--- config.mk ---
export PLATFORM = sky130hd
export DESIGN_NAME = reg_bank_arbiter
export DESIGN_NICKNAME = d
export VERILOG_FILES = /design/src/rtl/reg_bank_arbiter.sv
export SDC_FILE = /design/constraint.sdc
export NUM_CORES = 1
export LEC_CHECK = 0
export ABC_CLOCK_PERIOD_IN_PS = 4880
export CAP_MARGIN = 10
export CORE_MARGIN = 8
export CORE_UTILIZATION = 35
export CTS_BUF_LIST = sky130_fd_sc_hd__clkbuf_16
export DETAILED_ROUTE_END_ITERATION = 12
export HOLD_SLACK_MARGIN = 0.06
export PLACE_DENSITY = 0.77
export SLEW_MARGIN = 20
export SYNTH_ARGS = -nofsm -noshare
export SYNTH_HDL_FRONTEND = slang
export SYNTH_SLANG_ARGS = --single-unit
--- constraint.sdc ---
create_clock -name clock -period 4.88 [get_ports clock]
set_clock_uncertainty 0.15 [all_clocks]
set_input_delay 0.488 -clock clock [delete_from_list [all_inputs] [get_ports clock]]
set_output_delay 0.488 -clock clock [all_outputs]
set_load 0.03 [all_outputs]
--- src/rtl/reg_bank_arbiter.sv ---
// Arbitrates the single-port register bank between a 2-entry I2C strobe queue
// and a local req/gnt requester with a bounded wait before pre-emption.
module reg_bank_arbiter #(
    parameter int unsigned REGCOUNT = 32,
    parameter int unsigned AW       = 5,
    parameter int unsigned WAIT_MAX = 3
) (
    input  logic          clock,
    input  logic          reset_n,
    input  logic          i2c_wr_stb,
    input  logic [AW-1:0] i2c_wr_addr,
    input  logic [7:0]    i2c_wr_data,
    input  logic          i2c_rd_stb,
    input  logic [AW-1:0] i2c_rd_addr,
    output logic [7:0]    i2c_rd_data,
    output logic          i2c_rd_valid,
    output logic          i2c_ovf,
    input  logic          loc_req,
    input  logic          loc_we,
    input  logic [AW-1:0] loc_addr,
    input  logic [7:0]    loc_wdata,
    output logic          loc_gnt,
    output logic [7:0]    loc_rdata,
    output logic          loc_rvalid,
    output logic          mem_en,
    output logic          mem_we,
    output logic [AW-1:0] mem_addr,
    output logic [7:0]    mem_wdata,
    input  logic [7:0]    mem_rdata
);

    localparam int unsigned WCW = (WAIT_MAX < 1) ? 1 : $clog2(WAIT_MAX + 1);

    typedef struct packed {
        logic          we;
        logic [AW-1:0] addr;
        logic [7:0]    data;
    } op_t;

    op_t            q_ent_q [2];
    op_t            q_ent_d [2];
    logic [1:0]     q_cnt_q, q_cnt_d;
    logic [WCW-1:0] wait_cnt_q, wait_cnt_d;
    logic           ovf_q, ovf_d;
    logic           rsp_valid_q, rsp_valid_d;
    logic           rsp_loc_q, rsp_loc_d;
    logic           rsp_oor_q, rsp_oor_d;

    logic           loc_win, q_win, issue, in_range;
    op_t            win_op;
    logic [7:0]     rd_byte;

    // Slot arbitration and bank issue; everything is held quiet while in reset.
    always_comb begin
        loc_win  = reset_n && loc_req && ((q_cnt_q == 2'd0) || (wait_cnt_q == WCW'(WAIT_MAX)));
        q_win    = reset_n && !loc_win && (q_cnt_q != 2'd0);
        issue    = loc_win || q_win;
        win_op   = q_ent_q[0];
        if (loc_win) begin
            win_op.we   = loc_we;
            win_op.addr = loc_addr;
            win_op.data = loc_wdata;
        end
        in_range  = 32'(win_op.addr) < REGCOUNT;
        mem_en    = issue && in_range;
        mem_we    = mem_en && win_op.we;
        mem_addr  = mem_en ? win_op.addr : '0;
        mem_wdata = mem_en ? win_op.data : '0;
        loc_gnt   = loc_win;
    end

    // Queue update: dequeue first so a full queue can accept a same-cycle strobe.
    always_comb begin
        logic [1:0] cnt;
        q_ent_d = q_ent_q;
        ovf_d   = ovf_q;
        cnt     = q_cnt_q;
        if (q_win) begin
            q_ent_d[0] = q_ent_q[1];
            cnt        = cnt - 2'd1;
        end
        if (i2c_wr_stb) begin
            if (cnt < 2'd2) begin
                q_ent_d[cnt[0]] = '{we: 1'b1, addr: i2c_wr_addr, data: i2c_wr_data};
                cnt             = cnt + 2'd1;
            end else begin
                ovf_d = 1'b1;
            end
        end
        if (i2c_rd_stb) begin
            if (cnt < 2'd2) begin
                q_ent_d[cnt[0]] = '{we: 1'b0, addr: i2c_rd_addr, data: 8'h00};
                cnt             = cnt + 2'd1;
            end else begin
                ovf_d = 1'b1;
            end
        end
        q_cnt_d = cnt;
    end

    always_comb begin
        wait_cnt_d = wait_cnt_q;
        if (!loc_req || loc_win) begin
            wait_cnt_d = '0;
        end else if (wait_cnt_q != WCW'(WAIT_MAX)) begin
            wait_cnt_d = wait_cnt_q + WCW'(1);
        end
        rsp_valid_d = issue && !win_op.we;
        rsp_loc_d   = loc_win;
        rsp_oor_d   = !in_range;
    end

    // Read return steers the bank byte (or 0xFF when out of range) to the owner.
    always_comb begin
        rd_byte      = rsp_oor_q ? 8'hFF : mem_rdata;
        loc_rvalid   = reset_n && rsp_valid_q && rsp_loc_q;
        i2c_rd_valid = reset_n && rsp_valid_q && !rsp_loc_q;
        loc_rdata    = loc_rvalid ? rd_byte : 8'h00;
        i2c_rd_data  = i2c_rd_valid ? rd_byte : 8'h00;
        i2c_ovf      = reset_n && ovf_q;
    end

    always_ff @(posedge clock) begin
        if (!reset_n) begin
            q_ent_q[0]  <= '0;
            q_ent_q[1]  <= '0;
            q_cnt_q     <= '0;
            wait_cnt_q  <= '0;
            ovf_q       <= 1'b0;
            rsp_valid_q <= 1'b0;
            rsp_loc_q   <= 1'b0;
            rsp_oor_q   <= 1'b0;
        end else begin
            q_ent_q     <= q_ent_d;
            q_cnt_q     <= q_cnt_d;
            wait_cnt_q  <= wait_cnt_d;
            ovf_q       <= ovf_d;
            rsp_valid_q <= rsp_valid_d;
            rsp_loc_q   <= rsp_loc_d;
            rsp_oor_q   <= rsp_oor_d;
        end
    end

endmodule

Word level (Yosys, flattened, before mapping)
Index checks and enable logic that the tools add are counted.
{ "totals": {"register_bits": 35, "output_inout_bits": 35, "ram_bits": 0, "mem_count": 0, "mem_bits_ro": 0, "latchBits": 0, "word_cells": 73, "inputBits": 45} }
{ "op_classes": {"order_cmp": 6, "eq_ne": 2, "multipliers": 0, "n_div": 0, "n_bitwise": 3, "reduce_logical": 22, "n_shift": 0, "muxes": 25, "add_sub_neg": 4} }
{ "op_table": {"columns": ["op", "count"], "rows": [
  ["$mux 28", 4],
  ["$bwmux 28", 2],
  ["$mux 14", 4],
  ["$demux 14 s1", 2],
  ["$mux 8", 3],
  ["$logic_and 1x1->1", 12],
  ["$mux 2", 5],
  ["$add 2x1->2 const B", 3],
  ["$mux 5", 1],
  ["$ge 2x2->1 const B", 2],
  ["$logic_not 1->1", 4],
  ["$lt 2x1->1 const B", 2],
  ["$lt 2x2->1 const B", 2],
  ["$mux 1", 4],
  ["$not 1->2", 2],
  ["$logic_or 1x1->1", 3],
  ["$eq 2x2->1 const B", 1],
  ["$logic_not 2->1", 1],
  ["$ne 2x2->1 const B", 1],
  ["$reduce_bool 2->1", 1],
  ["$reduce_or 2->1", 1],
  ["$sub 2x1->2 const B", 1],
  ["$not 1->1", 1]
]} }

Depth between registers and ports, before layout
{ "logic_depth": {"word_depth": 18, "ltp_mapped": 9, "ltp_nobuf": 7} }

Worst setup path after synthesis
OpenSTA, ideal clock, no wires.
{ "synth_path": {"kind": "reg-to-output", "from": "register q_cnt_q[0]", "to": "output port mem_addr[2]", "required_time_ps": 4242, "path_slack_ps": 2035, "path_buffers": 2, "arrival_time_ps": 2207, "path_stages_with_launch": 10, "path_cell_list": "dfxtp_1 inv_1 ha_1 nor2_1 or2_2 clkbuf_1 inv_1 buf_2 nand2_1 a21oi_1"} }
{ "synth_between": {"elab_chain_len": 8, "elab_cells_between_ends": 10, "classes_between": "2 x mux; 8 x reduce/logical"} }
{ "synth_lines": {"columns": ["item", "line", "source"], "rows": [
  ["start, declared", "42", "logic [1:0] q_cnt_q, q_cnt_d;"],
  ["start signal, assigned", "135", "q_cnt_q <= q_cnt_d;"],
  ["$logic_not 2->1 (*)", "55", "loc_win = reset_n && loc_req && ((q_cnt_q == 2'd0) || (wait_cnt_q == WCW'(WAIT_MAX)));"],
  ["$logic_or 1x1->1 (*)", "55", null],
  ["$logic_and 1x1->1 (*)", "55", null],
  ["named net loc_gnt", "22", "output logic loc_gnt,"],
  ["$logic_not 1->1", "56", "q_win = reset_n && !loc_win && (q_cnt_q != 2'd0);"],
  ["$logic_and 1x1->1 (2 in a row)", "56", null],
  ["$logic_or 1x1->1", "57", "issue = loc_win || q_win;"],
  ["$mux 5 (*)", "67", "mem_addr = mem_en ? win_op.addr : '0;"],
  ["end, declared", "27", "output logic [AW-1:0] mem_addr,"]
]} }
Mark *: on every way through the listed nets, which the timed path passes. The rest lies on a longest branch.

Final worst setup path
{ "layout_path": {"from": "input port reset_n", "to": "output port mem_addr[0]"} }
{ "layout_between": {"elab_chain_len": 7, "elab_cells_between_ends": 8, "classes_between": "2 x mux; 6 x reduce/logical"} }
{ "layout_lines": {"columns": ["item", "line", "source"], "rows": [
  ["start, declared", "9", "input logic reset_n,"],
  ["$logic_and 1x1->1 (2 in a row)", "55", null],
  ["$logic_not 1->1", "56", null],
  ["$logic_and 1x1->1 (2 in a row)", "56", null],
  ["$logic_or 1x1->1", "57", null],
  ["$mux 5 (*)", "67", null]
]} }
Every way passes the cells marked *; elsewhere a longest branch is shown, timed or not.

==> impl_results.md <==
* Max Buffers Root-to-Sink at 2
* Ys flop type: dfxtp_1
* GPL Wtd Cong at just under 0.8
* Overflow after GRT at 0
* Min-delay worst type: reg -> reg
* Synthesized area per cell at approximately 8.6 sq um
* Post-CTS sizing at 0
* Synth unique cells at 39
* Post-synth ARST share at 0%
* DR pass1 iterations at 4
* Crit-path cells: clkdlybuf4s50_1 -> buf_4 -> nand2_1 -> or2_2 -> inv_1 -> nand2_1 -> a21oi_1 -> clkdlybuf4s50_1
* Pwr dens at between 400 and 500 nW/um^2
* F_max at ~0.27 GHz
* DRT antenna net count at 0
* WP data arrival at ~3.1 ns
* Post-Synth Adder-Cell Area at 1.76%
* CTS tree: yes
* Crit path max fanout at 16
* Crit path max-delay family: buffers and inverters
* Vias at between 1.5k and 2k
* Mapped Cells at approximately 230
* Fin nets at approximately 350
* Critical Path RT at 4.24 ns
* Reg-to-reg slack, setup at approximately 1.8 ns
* Final Total Pwr at roughly 1.2 mW
* Synth area leader: dfxtp_1
* Commonest non-fill, non-tap cell in the layout: clkdlybuf4s50_1
* Hold depth at 1
* Initial antenna violation count at 0
* Most frequent cells in the layout: 79 x clkdlybuf4s50_1, 35 x dfxtp_1, 31 x nand2_1
* Hold path start: wait_cnt_q[0]
* Initial Utilization at a little over a third
* MaxCap Viol Count at 0
* First-pass GRT wire length at about 9000 microns
* Dominant cells by area after synthesis: dfxtp_1 35%, mux2i_1 14%, a21oi_1 6.0%
* Die Y at ~91 microns
* Tmin final at around 3.8 ns
* Area growth, synth to finish at 46.9%
* Hold Vio Cnt, Final at 0
* Root buf cell: clkbuf_16
* Post-Synth Simple-Gate Area at approximately a fifth
* Clock Latency Late Sink at around 0.28 ns
* Crit-path slowest cell: clkdlybuf4s50_1
* WL/cell at between 15 and 20 microns
* # port buffers at 79
* CP max stage delay at just over 0.7 ns
* Post-synthesis compound-gate area fraction at roughly 18%
* Peak supply drop at between 0.2 and 0.3 mV
* Hold path endpoint: wait_cnt_q[0]
* Setup TNS at 0 ns
* All-Layer GR Usage at about an eighth
* N_diodes at 0
* Mux share of post-synthesis cell area at 17.6%
* Final HPWL DP at around 4200 microns
* Dpl cell area at ~2800 sq um
* Largest family of logic cells by synthesized area: simple AND/OR/NAND/NOR gates
* Total clock sinks at 35
* R2r endpoint: q_ent_q[13]
* Hold Buf Count CTS at 0
* Reg clk slew, reported paths at 0.05 ns
* H-tree depth at 2
* Synth Area in XOR/XNOR at 2.26%
* Seq cells post-synth at 35
* DR DRC count at 0
* Final wirelength at 5700 microns
* Yosys top cell area share at a little over a third
* Die W at approximately 91 microns
* Worst R2R Start: q_cnt_q[0]
* Worst-margin pin slew at approximately 1.1 ns
* Lkg Pwr at approximately 1.2 nW
* R2R cell count at 7
* Final instance area at 2930 sq um
* Starting DRT DRC Count at between 100 and 150
* CP Class: in -> out
* Crit end category: primary output
* Critical Path Start Type: input pin
* Total core area at roughly 5500 sq um
* Final setup fails at 0
* Largest net degree at the start of global routing at 23
* CTS buffer count at 5
* Final max-slew violation count at 0
* Setup bufs post-CTS at 0
* Status: complete, no violations
* YS warnings at 0
* DR vias/cell at ~5
* Post-synth net total at 279
* Core Rows at 27
* Share of layout cells above drive strength 1 at around 6.6%
* Register area share after synthesis at between 30% and 40%
* Die area at between 8000 and 9000 sq um
* Vias in the first global route at about 1.8k
* Post-synth EDFFs at 0
* Max_slew headroom at 25.5%
* Mapped cell area at 1990 sq um
* Part of the cycle the worst path needs at a little under 80%
* Unrepaired setup endpoints after global routing: no
* Crit path buffers/inverters at 4
* I/O pin count at 80
worst max path at each step:
stage	end	depth (start not counted)	startpoint
final	mem_addr[0]	8	reset_n
after global routing	mem_addr[0]	8	reset_n
after CTS	mem_addr[0]	8	reset_n
after detailed placement	mem_addr[0]	8	reset_n
after global placement	mem_addr[0]	8	reset_n
after floorplan	mem_addr[2]	9	q_cnt_q[0]
area by class of cell:
type                            instances  area (sq um)
Sequential cell                        35           701
Timing Repair Buffer                   80           798
Clock buffer                            5           125
Multi-Input combinational cell        173          1170
Inverter                                9          33.8
Tap cell                               72          90.1
Fill cell                             498          2580
Clock inverter                          3          12.5
sequential cells by signal (all words and copies together) (netlist names):
name / flops
rsp_valid_q: 1
wait_cnt_q: 2
q_cnt_q: 2
rsp_loc_q: 1
ovf_q: 1
q_ent_q: 28
synth_stat cells, types with 2 or more instances:
master and number:
nand2_1 31, clkbuf_1 6, inv_1 9, or3_1 2
dfxtp_1 35, nand3_1 2, mux2i_1 28, o21ai_0 6
o2bb2ai_1 5, a211oi_1 9, buf_4 3, mux2_2 5
and2_1 18, ha_1 2, xnor2_1 2, nor2_1 20
buf_2 4, a21oi_1 24
metrics by stage:
stage	instances	hold WS, ns	setup slack [ns]	utilization (%)
after floorplan	232	0.255	2.03	-
after global placement	369	0.272	1.16	50.7
after detailed placement	369	0.280	1.11	50.7
after CTS	377	0.287	1.10	53.2
after global routing	377	0.316	0.951	53.2
final	377	0.282	1.11	53.2
layer usage:
layer | vias up | routed length (microns) | global-route usage [%]
met1 | 845 | 2530 | 16.9
met2 | 71 | 2550 | 20.0
li1 | 950 | - | -
met4 | 0 | 116 | 5.87
met5 | - | 0 | 0
met3 | 9 | 506 | 3.46
cell families (layout without fill, tap and decap cells):
logic type | Yosys count | in the layout
muxes | 34 | 34
adders and majority gates | 3 | 3
and+or+nand+nor | 81 | 81
buffers and inverters | 24 | 97
xor gates and xnor gates | 3 | 3
DFF | 35 | 35
AOI/OAI and AO/OA | 52 | 52
power by group:
group,switching (mW),total (mW),internal (mW)
combinational,0.277,0.499,0.222
sequential,0.0344,0.384,0.350
clock,0.114,0.299,0.184
total,0.426,1.18,0.756
(Power assumes the default switching activity.)
==> variant 1, RTL diff (same flow settings) <==
Reset style: asynchronous (`reset_n`), changed in one clocked block.
--- a/src/rtl/reg_bank_arbiter.sv
+++ b/src/rtl/reg_bank_arbiter.sv
@@ -120,7 +120,7 @@
         i2c_ovf      = reset_n && ovf_q;
     end
 
-    always_ff @(posedge clock) begin
+    always_ff @(posedge clock or negedge reset_n) begin
         if (!reset_n) begin
             q_ent_q[0]  <= '0;
             q_ent_q[1]  <= '0;
Function: same outputs for any inputs over 4 cycles, from zero or initial values and one cycle with reset_n low; that may be too few to reach the edited logic, so the function may still have changed.
==> variant 1 against the unedited design <==
  * Cell area increased by 6.6%
  * Sequential cell count unchanged
  * Area after synthesis increased by 6.0%
  * Total power increased by 36%
  * Routed wire length increased by 8.8%
  * Synthesized cell count increased by 9.9%
  * Die area increased by 4.9%
  * Worst setup slack improved by 0.18 ns
  * Critical path type unchanged
  * Largest power group unchanged
==> variant 1: results (changes against the unedited design) <==
Yosys
  – Net Count, Synth: 302 (+8.2%)
  – Yosys warns: 0 (unchanged)
  – Synth Flop Type: dfrtp_1
  – Top cells by count, synth: nand2_1, a21oi_1, dfrtp_1
  – Unique cell type count in the Yosys netlist: 42 (+7.7%)
  – Sequential fraction of the synthesis area: 0.4147 (+0.06315)
  – Ys async rst share: 1.000 (+1.000)
  – Largest cells by area after synthesis: dfrtp_1, nand2_1, a21oi_1

Finish
  – Share of cells above drive strength 1: 0.06647 (+0.0008915)
  – Final net count: 377 (+7.4%)
  – Biggest regs: q_ent_q x28, q_cnt_q x2, wait_cnt_q x2
  – Antenna Cells: 0 (unchanged)

Power and ir drop
  – Peak VDD IR: 0.2365 mV (-8.4%)
  – NetSw: 596.6 uW (+40%)
  – Leakage Power: 1.304 nW (+9.5%)

Critical path
  – Crit-path max FO: 36 (+20)
  – CP Data Arrival Time: 2.95 ns (-0.18 ns)
  – CP Class: in2out

Detailed routing
  – DRT iter0 DRCs: 136 (+32%)
  – Total wire length: 6198 um (+8.8%)
  – Routed vias: 2074 (+11%)
  – Initial DRT Pass Iterations: 5 (+1)

Global routing
  – Number of global-route vias before repair: 2027 (+12%)
  – First-pass GRT wire length: 10020 um (+11%)
  – Initial antenna violation count: 0 (unchanged)
  – Tot GR Track Use: 0.1431 (+0.01175)
  – Pin count of the biggest net entering global routing: 37 (+61%)

Status
  – Status: finished, final reports clean

Place
  – IO buf count: 79 (unchanged)
  – RD Place Congestion: 0.8498 (+9.1%)
  – Dpl hpwl: 4682 um (+11%)
  – Setup slack at placement: 1.518 ns (+0.4089 ns)

Clocking
  – Clk Latency, worst-skew pair: 0.28 ns (about the same)
  – Bufs on Longest Clock Path: 2 (unchanged)
  – Root Driver: clkbuf_16
  – Clock slew at reported path FFs: 0.05 ns (about the same)
  – H-tree depth: 2 (unchanged)
  – Resized cells post-CTS: 0 (unchanged)
  – CTS buffer count: 5 (unchanged)
  – Post-CTS setup buffer count: 0 (unchanged)

STA
  – Worst Tran Pin Value: 0.9596 ns (-0.1508 ns)

Min path
  – Min-Delay Path Class: reg2reg
==> variant 1: cell types whose count changed in the layout (fill, tap and decap cells not counted), sizes merged, moves of 6 or more <==
cell and delta:
dfrtp +35, dfxtp -35, nand2 +30, mux2i -18
a21oi +12, a211oi -8, o31ai +8, mux2 -6
==> variant 1: layout make-up <==
class | instances | area, um2
fill | 528 | 2764
multi-input combinational | 200 | 1130
sequential | 35 | 875.8
timing repair buffer | 82 | 810.8
clock buffer | 5 | 125.1
tap | 75 | 93.84
clock inverter | 3 | 63.81
inverter | 6 | 22.52
==> variant 1: cell families after synthesis <==
logic type	synth area share
compound gates	0.1973
xor+xnor	0.01244
fa+ha+maj	0.01185
buf+inv	0.05390
flops	0.4147
mux	0.04740
simple gates	0.2624
==> variant 1: path summary, 6_finish.rpt <==
kind / start / to / slack, ns / cells past startpoint
hold reg to reg: ovf_q / ovf_q / 0.34 / 2
setup / recovery: reset_n / i2c_rd_data[7] / 1.29 / 7
max in group asynchronous: reset_n / q_ent_q[15] / 3.51 / 3
setup reg to reg: q_cnt_q[0] / q_ent_q[17] / 2.43 / 7
min in group asynchronous: reset_n / wait_cnt_q[1] / 0.42 / 2
hold / removal: ovf_q / ovf_q / 0.34 / 2
==> variant 1: worst max-delay path: stages <==
cell and delay, ns:
dlygate4sd3_1 0.52, buf_2 0.19, buf_4 0.42, nand2_1 0.09
nor2_1 0.36, and2_1 0.20, clkdlybuf4s50_1 0.67
==> variant 1: repair_timing <==
| item | 4_1_cts | 5_1_grt |
|---|---|---|
| endpoints found under the hold margin | 2 | 0 |
| hold buffers | 1 | 0 |
| setup endpoints to repair | 0 | 0 |
==> variant 1: metrics by stage <==
| stage | hold slack (ns) | cells | power [mW] | area, um2 |
|---|---|---|---|---|
| detailed placement | 0.1686 | 397 | 1.196 | 2915 |
| finish | 0.3415 | 406 | 1.608 | 3122 |
| floorplan | 0.04241 | 255 | 0.9896 | 2112 |
| global placement | 0.1663 | 397 | 1.179 | 2915 |
| global route | 0.3804 | 406 | 1.718 | 3122 |
| CTS | 0.3432 | 406 | 1.613 | 3114 |
==> variant 1: layer usage <==
layer / part of all wire / track usage / up-vias / wire length [um]
met2: 0.48 / 0.2369 / 91 / 2962
met5: 0 / 0 / - / 0
met1: 0.41 / 0.1705 / 948 / 2568
met3: 0.087 / 0.03997 / 11 / 541
met4: 0.020 / 0.05812 / 0 / 126
li1: - / - / 1024 / -
==> variant 1: power groups by stage <==
stage | Combinational (mW) | Sequential [mW] | Clock, mW
6_report | 0.722 | 0.478 | 0.408
5_1_grt | 0.799 | 0.493 | 0.426
4_1_cts | 0.722 | 0.478 | 0.414
3_5_place_dp | 0.714 | 0.481 | 0
3_3_place_gp | 0.702 | 0.476 | 0
2_1_floorplan | 0.530 | 0.460 | 0
==> variant 2, RTL diff (same settings) <==
Without the edit above. Set the parameter `WAIT_MAX` to 6 (it was 3).
--- a/src/rtl/reg_bank_arbiter.sv
+++ b/src/rtl/reg_bank_arbiter.sv
@@ -3,7 +3,7 @@
 module reg_bank_arbiter #(
     parameter int unsigned REGCOUNT = 32,
     parameter int unsigned AW       = 5,
-    parameter int unsigned WAIT_MAX = 3
+    parameter int unsigned WAIT_MAX = 6
 ) (
     input  logic          clock,
     input  logic          reset_n,
Check against the original RTL: not equivalent (Yosys sat finds a counterexample within 10 cycles, from zero or initial values and one cycle with reset_n low).
==> variant 2 against the unedited design <==
  * Routed wire length up 14%
  * Maximum frequency up 4.5%
  * Sequential cell count up 1
  * Non-clock buffer count stayed put
  * Worst setup slack better by 0.16 ns
  * Total power fell by 5.4%
  * Cell area is 4.6% higher
  * Area after synthesis increased by 6.8%
  * Utilization decreased by 1.1 points
==> variant 2: results (changes against the unedited design) <==
Power and ir drop
  – NetSw: 409.7 uW (-3.7%)
  – Leakage Power: 1.097 nW (-7.8%)
  – Peak VDD IR: 0.2023 mV (-22%)

Yosys
  – Synth Flop Type: dfxtp_1
  – Largest cells by area after synthesis: dfxtp_1, nand2_1, a21oi_1
  – Sequential fraction of the synthesis area: 0.3386 (-0.01291)
  – Net Count, Synth: 335 (+20%)
  – Top cells by count, synth: nand2_1, dfxtp_1, a21oi_1
  – Unique cell type count in the Yosys netlist: 44 (+13%)
  – Yosys warns: 0 (unchanged)
  – Ys async rst share: 0 (unchanged)
  – Avg Inst Size Synth: 7.416 um2 (-14%)

Clocking
  – Clock slew at reported path FFs: 0.05 ns (about the same)
  – Bufs on Longest Clock Path: 2 (unchanged)
  – Post-CTS setup buffer count: 0 (unchanged)
  – Clk Latency, worst-skew pair: 0.27 ns
  – CTS buffer count: 5 (unchanged)
  – Root Driver: clkbuf_16
  – H-tree depth: 2 (unchanged)

Global routing
  – First-pass GRT wire length: 10300 um (+15%)
  – Number of global-route vias before repair: 2109 (+17%)
  – Pin count of the biggest net entering global routing: 29 (+26%)
  – Initial antenna violation count: 0 (unchanged)
  – Tot GR Track Use: 0.1450 (+0.01360)
  – Met3 Use GR: 0.02478 (-0.009788)
  – Met1 track demand over resource: 0.1849 (+0.01615)
  – Met2 GRT Util: 0.2328 (+0.03231)

Critical path
  – CP Data Arrival Time: 2.97 ns (-0.16 ns)
  – Crit-path max FO: 23 (+7)

STA
  – Max_slew headroom: 0.3380 (+0.08324)
  – Setup TNS: 0 ns (unchanged)
  – Worst Tran Pin Value: 0.9864 ns (-0.1240 ns)

Finish
  – Biggest regs: q_ent_q x28, wait_cnt_q x3, q_cnt_q x2
  – Fill cells: 563 (+13%)
  – Final net count: 404 (+15%)
  – Share of cells above drive strength 1: 0.07283 (+0.007255)

Place
  – Placed Cells: 424 (+15%)
  – Area post-placement: 2927 um2 (+4.9%)
  – IO buf count: 79 (unchanged)
  – Dpl hpwl: 4923 um (+16%)
  – Setup slack at placement: 1.253 ns (+0.1437 ns)
  – RD Place Congestion: 0.8124 (+4.3%)

Detailed routing
  – Total wire length: 6477 um (+14%)
  – Via/cell ratio: 5.204 (+4.6%)
  – DRT iter0 DRCs: 193 (+87%)
  – Wirelength per Cell: 14.99 um (-0.75%)

Status
  – Status: finished, final reports clean
variant 2: worst paths after layout:
kind                 startpoint             to  slack [ns]  cells after the start
setup / recovery        reset_n   mem_wdata[5]        1.27                      8
hold / removal    wait_cnt_q[0]  wait_cnt_q[0]        0.29                      1
setup reg to reg     q_cnt_q[0]    q_ent_q[25]        2.29                      7
hold reg to reg   wait_cnt_q[0]  wait_cnt_q[0]        0.29                      1
variant 2: kinds of logic (layout without fill, tap and decap cells):
group / Yosys count / in the layout / synth area share
multiplexers: 4 / 4 / 0.02469
buffers and inverters: 27 / 97 / 0.05997
flip-flops: 36 / 36 / 0.3386
XOR/XNOR: 3 / 3 / 0.01235
AO/OA/AOI/OAI: 60 / 60 / 0.1905
AND/OR/NAND/NOR: 154 / 154 / 0.3563
adder cells (fa/ha/maj): 3 / 3 / 0.01764
variant 2: critical path, cell delays in order:
cell             delay, ns
clkdlybuf4s50_1       0.45
buf_4                 0.25
nand2_1               0.10
or2_1                 0.41
inv_2                 0.30
nand2_1               0.09
a21oi_1               0.14
clkdlybuf4s50_1       0.73
variant 2: per-layer routing:
metal  vias to the layer above  wire, um
li1                       1122         -
met1                      1014      2792
met2                       101      3041
met3                        11       499
met4                         0       144
met5                         -         0
variant 2: area by class of cell:
type                            count  area [um2]  share of cell area
Inverter                            9       33.78             0.01103
Clock inverter                      3       16.27            0.005310
Clock buffer                        5       125.1             0.04085
Timing Repair Buffer               80       793.3              0.2590
Multi-Input combinational cell    224        1280              0.4179
Tap cell                           75       93.84             0.03064
Sequential cell                    36       720.7              0.2353
variant 2: power by group through the flow:
stage               Clock, mW  Sequential [mW]  Combinational [mW]
detailed placement          0            0.384               0.439
CTS                     0.308            0.378               0.441
floorplan                   0            0.374               0.315
global placement            0            0.383               0.433
finish                  0.301            0.379               0.438
global route            0.321            0.384               0.482
